==> config.mk <==
export PLATFORM = sky130hd
export DESIGN_NAME = crc_serial_lfsr
export DESIGN_NICKNAME = d
export VERILOG_FILES = /design/src/rtl/crc_pkg.sv /design/src/rtl/crc_lfsr_core.sv /design/src/rtl/crc_serial_lfsr.sv
export SDC_FILE = /design/constraint.sdc
export NUM_CORES = 1
export LEC_CHECK = 0
export CAP_MARGIN = 10
export CORE_AREA = 5 5 42 44
export CTS_BUF_LIST = sky130_fd_sc_hd__clkbuf_2 sky130_fd_sc_hd__clkbuf_4 sky130_fd_sc_hd__clkbuf_8
export CTS_CLUSTER_DIAMETER = 80
export DETAILED_ROUTE_END_ITERATION = 8
export DIE_AREA = 0 0 47 49
export GPL_TIMING_DRIVEN = 0
export PLACE_DENSITY = 0.7
export SETUP_SLACK_MARGIN = 0.2
export SLEW_MARGIN = 20
export SYNTH_ARGS = -nofsm -noshare
export SYNTH_HDL_FRONTEND = slang
export SYNTH_SLANG_ARGS = --single-unit
==> constraint.sdc <==
create_clock -name clk -period 4.1 [get_ports clk]
set_clock_uncertainty 0.1 [all_clocks]
set_input_delay 0.82 -clock clk [delete_from_list [all_inputs] [get_ports clk]]
set_output_delay 0.82 -clock clk [all_outputs]
set_load 0.03 [all_outputs]
==> src/rtl/crc_pkg.sv <==
// Shared constants and enumerations for the bit-serial CRC-8 generator.
package crc_pkg;

  localparam int WIDTH = 8;
  localparam int CNT_W = $clog2(WIDTH);
  localparam logic [WIDTH-1:0] SEED = 8'hD8;
  localparam logic [WIDTH-1:0] TAPS = 8'b0100_0100;

  typedef enum logic [1:0] {
    IDLE,
    SHIFT,
    OUT
  } state_t;

  // Operation requested of the LFSR core for the coming clock edge.
  typedef enum logic [1:0] {
    OP_HOLD,
    OP_ABSORB,
    OP_SHIFT_OUT,
    OP_LOAD_SEED
  } lfsr_op_t;

endpackage

==> src/rtl/crc_lfsr_core.sv <==
// Galois-form LFSR register: absorbs message bits, shifts the result out,
// or reloads the seed, as selected by the controlling FSM.
module crc_lfsr_core #(
  parameter int               WIDTH = crc_pkg::WIDTH,
  parameter logic [WIDTH-1:0] SEED  = crc_pkg::SEED,
  parameter logic [WIDTH-1:0] TAPS  = crc_pkg::TAPS
) (
  input  logic              clk,
  input  logic              rst,
  input  crc_pkg::lfsr_op_t op,
  input  logic              data,
  output logic              lsb
);
  import crc_pkg::*;

  logic [WIDTH-1:0] lfsr_q;
  logic [WIDTH-1:0] lfsr_d;

  // Feedback enters at the top; tapped positions fold it in as they shift down.
  function automatic logic [WIDTH-1:0] absorb(input logic [WIDTH-1:0] cur,
                                               input logic             bit_in);
    logic             fb;
    logic [WIDTH-1:0] nxt;
    fb  = bit_in ^ cur[0];
    nxt = '0;
    nxt[WIDTH-1] = fb;
    for (int n = 1; n < WIDTH; n++) begin
      nxt[n-1] = cur[n] ^ (TAPS[n] & fb);
    end
    return nxt;
  endfunction

  always_comb begin
    lfsr_d = lfsr_q;
    case (op)
      OP_ABSORB:    lfsr_d = absorb(lfsr_q, data);
      OP_SHIFT_OUT: lfsr_d = lfsr_q >> 1;
      OP_LOAD_SEED: lfsr_d = SEED;
      default:      lfsr_d = lfsr_q;
    endcase
  end

  always_ff @(posedge clk or negedge rst) begin
    if (!rst) lfsr_q <= SEED;
    else      lfsr_q <= lfsr_d;
  end

  assign lsb = lfsr_q[0];

endmodule

==> src/rtl/crc_serial_lfsr.sv <==
// Bit-serial CRC-8 generator: absorbs data while active is high, then emits
// the CRC LSB-first with valid high for WIDTH cycles and reseeds itself.
module crc_serial_lfsr #(
  parameter int               WIDTH = crc_pkg::WIDTH,
  parameter logic [WIDTH-1:0] SEED  = crc_pkg::SEED,
  parameter logic [WIDTH-1:0] TAPS  = crc_pkg::TAPS
) (
  input  logic clk,
  input  logic rst,
  input  logic data,
  input  logic active,
  output logic valid,
  output logic crc
);
  import crc_pkg::*;

  localparam int CW = $clog2(WIDTH);

  state_t        state_q, state_d;
  logic [CW-1:0] cnt_q, cnt_d;
  logic          valid_d, crc_d;
  lfsr_op_t      op;
  logic          lfsr_lsb;

  crc_lfsr_core #(
    .WIDTH (WIDTH),
    .SEED  (SEED),
    .TAPS  (TAPS)
  ) u_core (
    .clk  (clk),
    .rst  (rst),
    .op   (op),
    .data (data),
    .lsb  (lfsr_lsb)
  );

  // The seed reload rides on the last output clock so the register is ready
  // for a new message on the very first IDLE cycle.
  always_comb begin
    state_d = state_q;
    cnt_d   = cnt_q;
    op      = OP_HOLD;
    valid_d = 1'b0;
    crc_d   = 1'b0;
    case (state_q)
      IDLE: begin
        if (active) begin
          op      = OP_ABSORB;
          state_d = SHIFT;
        end
      end
      SHIFT: begin
        if (active) begin
          op = OP_ABSORB;
        end else begin
          state_d = OUT;
          cnt_d   = '0;
        end
      end
      OUT: begin
        valid_d = 1'b1;
        crc_d   = lfsr_lsb;
        cnt_d   = cnt_q + CW'(1);
        if (cnt_q == CW'(WIDTH - 1)) begin
          op      = OP_LOAD_SEED;
          state_d = IDLE;
        end else begin
          op = OP_SHIFT_OUT;
        end
      end
      default: state_d = IDLE;
    endcase
  end

  always_ff @(posedge clk or negedge rst) begin
    if (!rst) begin
      state_q <= IDLE;
      cnt_q   <= '0;
      valid   <= 1'b0;
      crc     <= 1'b0;
    end else begin
      state_q <= state_d;
      cnt_q   <= cnt_d;
      valid   <= valid_d;
      crc     <= crc_d;
    end
  end

endmodule

==> impl_results.md <==
- Status: finished clean
- RePlAce Congestion: around 0.77
- Reg-to-reg endpoint: u_core.lfsr_q[1]
- Pin count of the biggest net entering global routing: 16
- Req. time, crit path: 3180 ps
- Critical hold path startpoint: u_core.lfsr_q[4]
- I/O pins: 6
- Initial core utilization: roughly half
- Power Density: between 700 and 800 nW/µm²
- Core Region: ~1400 µm²
- Final Hold Viols: 0
- Yosys warns: 0
- Vias per Instance: 5.61
- Critical Path Sink Type: output pin
- Comb power frac: 37.8%
- Flop pwr share: 46.9%
- CP peak stage delay: 660 ps
- Placed cell area: about 760 µm²
- Die X: approximately 47 µm
- Avg WL per Cell: 13.0 µm
- Finish-stage setup viols: 0
- DRC: 0
- Critical path depth in cells: 1
- Period Utilization, post-route: between 50% and 60%
- CTS tree: yes
- Antenna violations before repair: 0
- Total track usage: between 10% and 20%
- Post-layout net count: 83
- Clock power share: roughly 15%
- CP startpoint kind: flip-flop
- Full die area: 2300 µm²
- Reg clk slew, reported paths: 80 ps
- Max H-tree Level: 1
- Sequential element share of the synthesized area: between 50% and 60%
- Number of global-route vias before repair: approximately 480
- Total of cells resized after clock tree synthesis: 0
- Total number of vias: approximately 520
- Yosys reg bits: 15
- Cts hold-fix bufs: 0
- Worst slack, placed: slightly below 2000 ps
- TritonCTS Sinks: 15
- Crit path DAT: between 1000 and 1500 ps
- Placed cells: 88
- Number of detailed-route iterations in the first pass: 4
- Clock root buffer: clkbuf_4
- Max FO, Critical Path: 1
- Final instance area: 790 µm²
- Final ANT Viol Nets: 0
- Die Y: 49 µm
- Share of cells above drive strength 1: between 15 and 20%
- Switching part of the total: a little over a third
- Internal power: about 0.37 mW
- Max-cap violations: 0
- Antenna cells: 0
- First-pass GRT wire length: 2.07 mm
- Fmax: about 0.46 GHz
- Maximum VDD drop: 0.343 mV
- Reg2reg path depth: 5
- Syn_nets: between 70 and 80
- Clock Path Buffers: 2
- Non-filler cells in the finished layout: between 90 and 100
- Final TNS setup: 0 ps
- Cell count after synthesis: 67
- CP Class: reg -> out
- Worst-Skew Late Latency: 280 ps
- Static Leak: about 0.36 nW
- Crit path buffers/inverters: 1
- Post-synth cell types: 24
- RSZ-0062 raised after global routing: no
- Sw power: roughly 0.21 mW
- Final Max Slew Viols: 0
- Slowest CP cell: clkdlybuf4s50_1
- Reg2reg start: cnt_q[0]
- Reg2reg setup slack: ~2600 ps
- Post-CTS Setup Bufs: 0
- Detail Placement HPWL: 863 µm
- Clock buffer count from CTS: 3
- Hold Path Stages: 2
- Min Tclk post-route: about 2200 ps
- HP Class: reg -> reg
- Area grow syn2layout: 14.5%
- Total wire length: ~1.2 mm
- Least-Margin Pin Slew: 657 ps
- Fill count: roughly 130
- Slew HR: 56.1%
- Worst setup margin: around 1900 ps
- Mapped Area: 689 µm²
- Mean Syn Cell Area: roughly 10 µm²
- Delay-heaviest family, CP: buffers and inverters
- Total gr overflow: 0
- Port buffer count: 5
- Rows: 14
- Hold worst-path end: u_core.lfsr_q[4]
- Iteration-0 DRC Markers: 6
- CP Cell Sequence: clkdlybuf4s50_1
## synth_stat cells
cell type	number	area share [%]
dfrtp_1	11	40
nand3_1	9	6.5
a21oi_1	5	3.6
o21ai_0	5	3.6
dfstp_2	4	15
inv_1	3	1.6
nor2_1	3	1.6
o22ai_1	3	2.7
a31oi_1	2	1.8
and2_1	2	1.8
buf_2	2	1.5
ha_1	2	3.6
nand2b_1	2	1.8
nor3_1	2	1.5
o211ai_1	2	2.2
or3_1	2	1.8
buf_6	1	1.6
inv_2	1	0.54
mux2i_1	1	1.5
nand2_1	1	0.54
nand2b_2	1	1.3
nand3b_1	1	1.1
o311ai_0	1	1.3
xnor2_1	1	1.3
## stage by stage
step	total power [mW]	util, %	hold WS (ps)
floorplan	0.438	-	373
global placement	0.490	54.2	386
detailed placement	0.499	54.2	396
CTS	0.591	56.3	411
global route	0.636	56.3	425
finish	0.582	56.3	409
## placed cells by master, fill, tap and decap left out, drive strengths merged
cell type      instances
o311ai                 1
dfstp                  4
a31oi                  2
nor3                   2
o211ai                 2
nand2b                 3
and2                   2
nand3b                 1
clkbuf                 4
dfrtp                 11
nor2                   3
a21oi                  5
o21ai                  5
o22ai                  3
nand3                  9
buf                    3
inv                    4
clkdlybuf4s50          5
xnor2                  1
or3                    2
nand2                  1
ha                     2
mux2i                  1
## per-layer routing
metal	share of wire (%)	global-route usage, %	vias to the layer above
li1	-	-	259
met2	44	16.7	10
met5	0	0	-
met4	2.8	8.76	0
met3	5.8	2.95	4
met1	47	17.1	243
## sequential cells by signal, indices dropped and copies added, names as in the netlist
signal / cells
cnt_q: 3
crc: 1
state_q: 2
u_core.lfsr_q: 8
valid: 1
## kinds of logic after synthesis
family	synth area share, %
flops	55.2
fa+ha+maj	3.63
xor+xnor	1.27
compound gates	15.2
mux	1.45
buf+inv	5.26
simple gates	18.0
## power groups by stage
stage / Sequential [mW] / Combinational, mW / Clock [mW]
2_1_floorplan: 0.278 / 0.160 / 0
3_3_place_gp: 0.274 / 0.216 / 0
3_5_place_dp: 0.277 / 0.223 / 0
4_1_cts: 0.274 / 0.223 / 0.0939
5_1_grt: 0.282 / 0.252 / 0.102
6_report: 0.273 / 0.220 / 0.0889
## worst reg2reg max path: stages, from the launching register on
cell and delay, ps:
dfrtp_1 420, ha_1 210, ha_1 200, nand3b_1 220, o211ai_1 130, a31oi_1 190
## final cells by class
type                       instances  area [µm²]  area share, %
buffer                             3        21.3           2.69
inverter                           4        15.0           1.90
tap                               16        20.0           2.54
clock buffer                       4        30.0           3.80
sequential                        15         380           48.2
multi-input combinational         45         273           34.5
timing repair buffer               5        50.0           6.34
## how the worst max path moves through the flow
stage	start	to
6_report	valid	valid
5_1_grt	valid	valid
4_1_cts	valid	valid
3_5_place_dp	active	u_core.lfsr_q[2]
3_3_place_gp	active	u_core.lfsr_q[2]
2_1_floorplan	data	u_core.lfsr_q[1]
No activity file was read; power rests on OpenSTA's default activity.
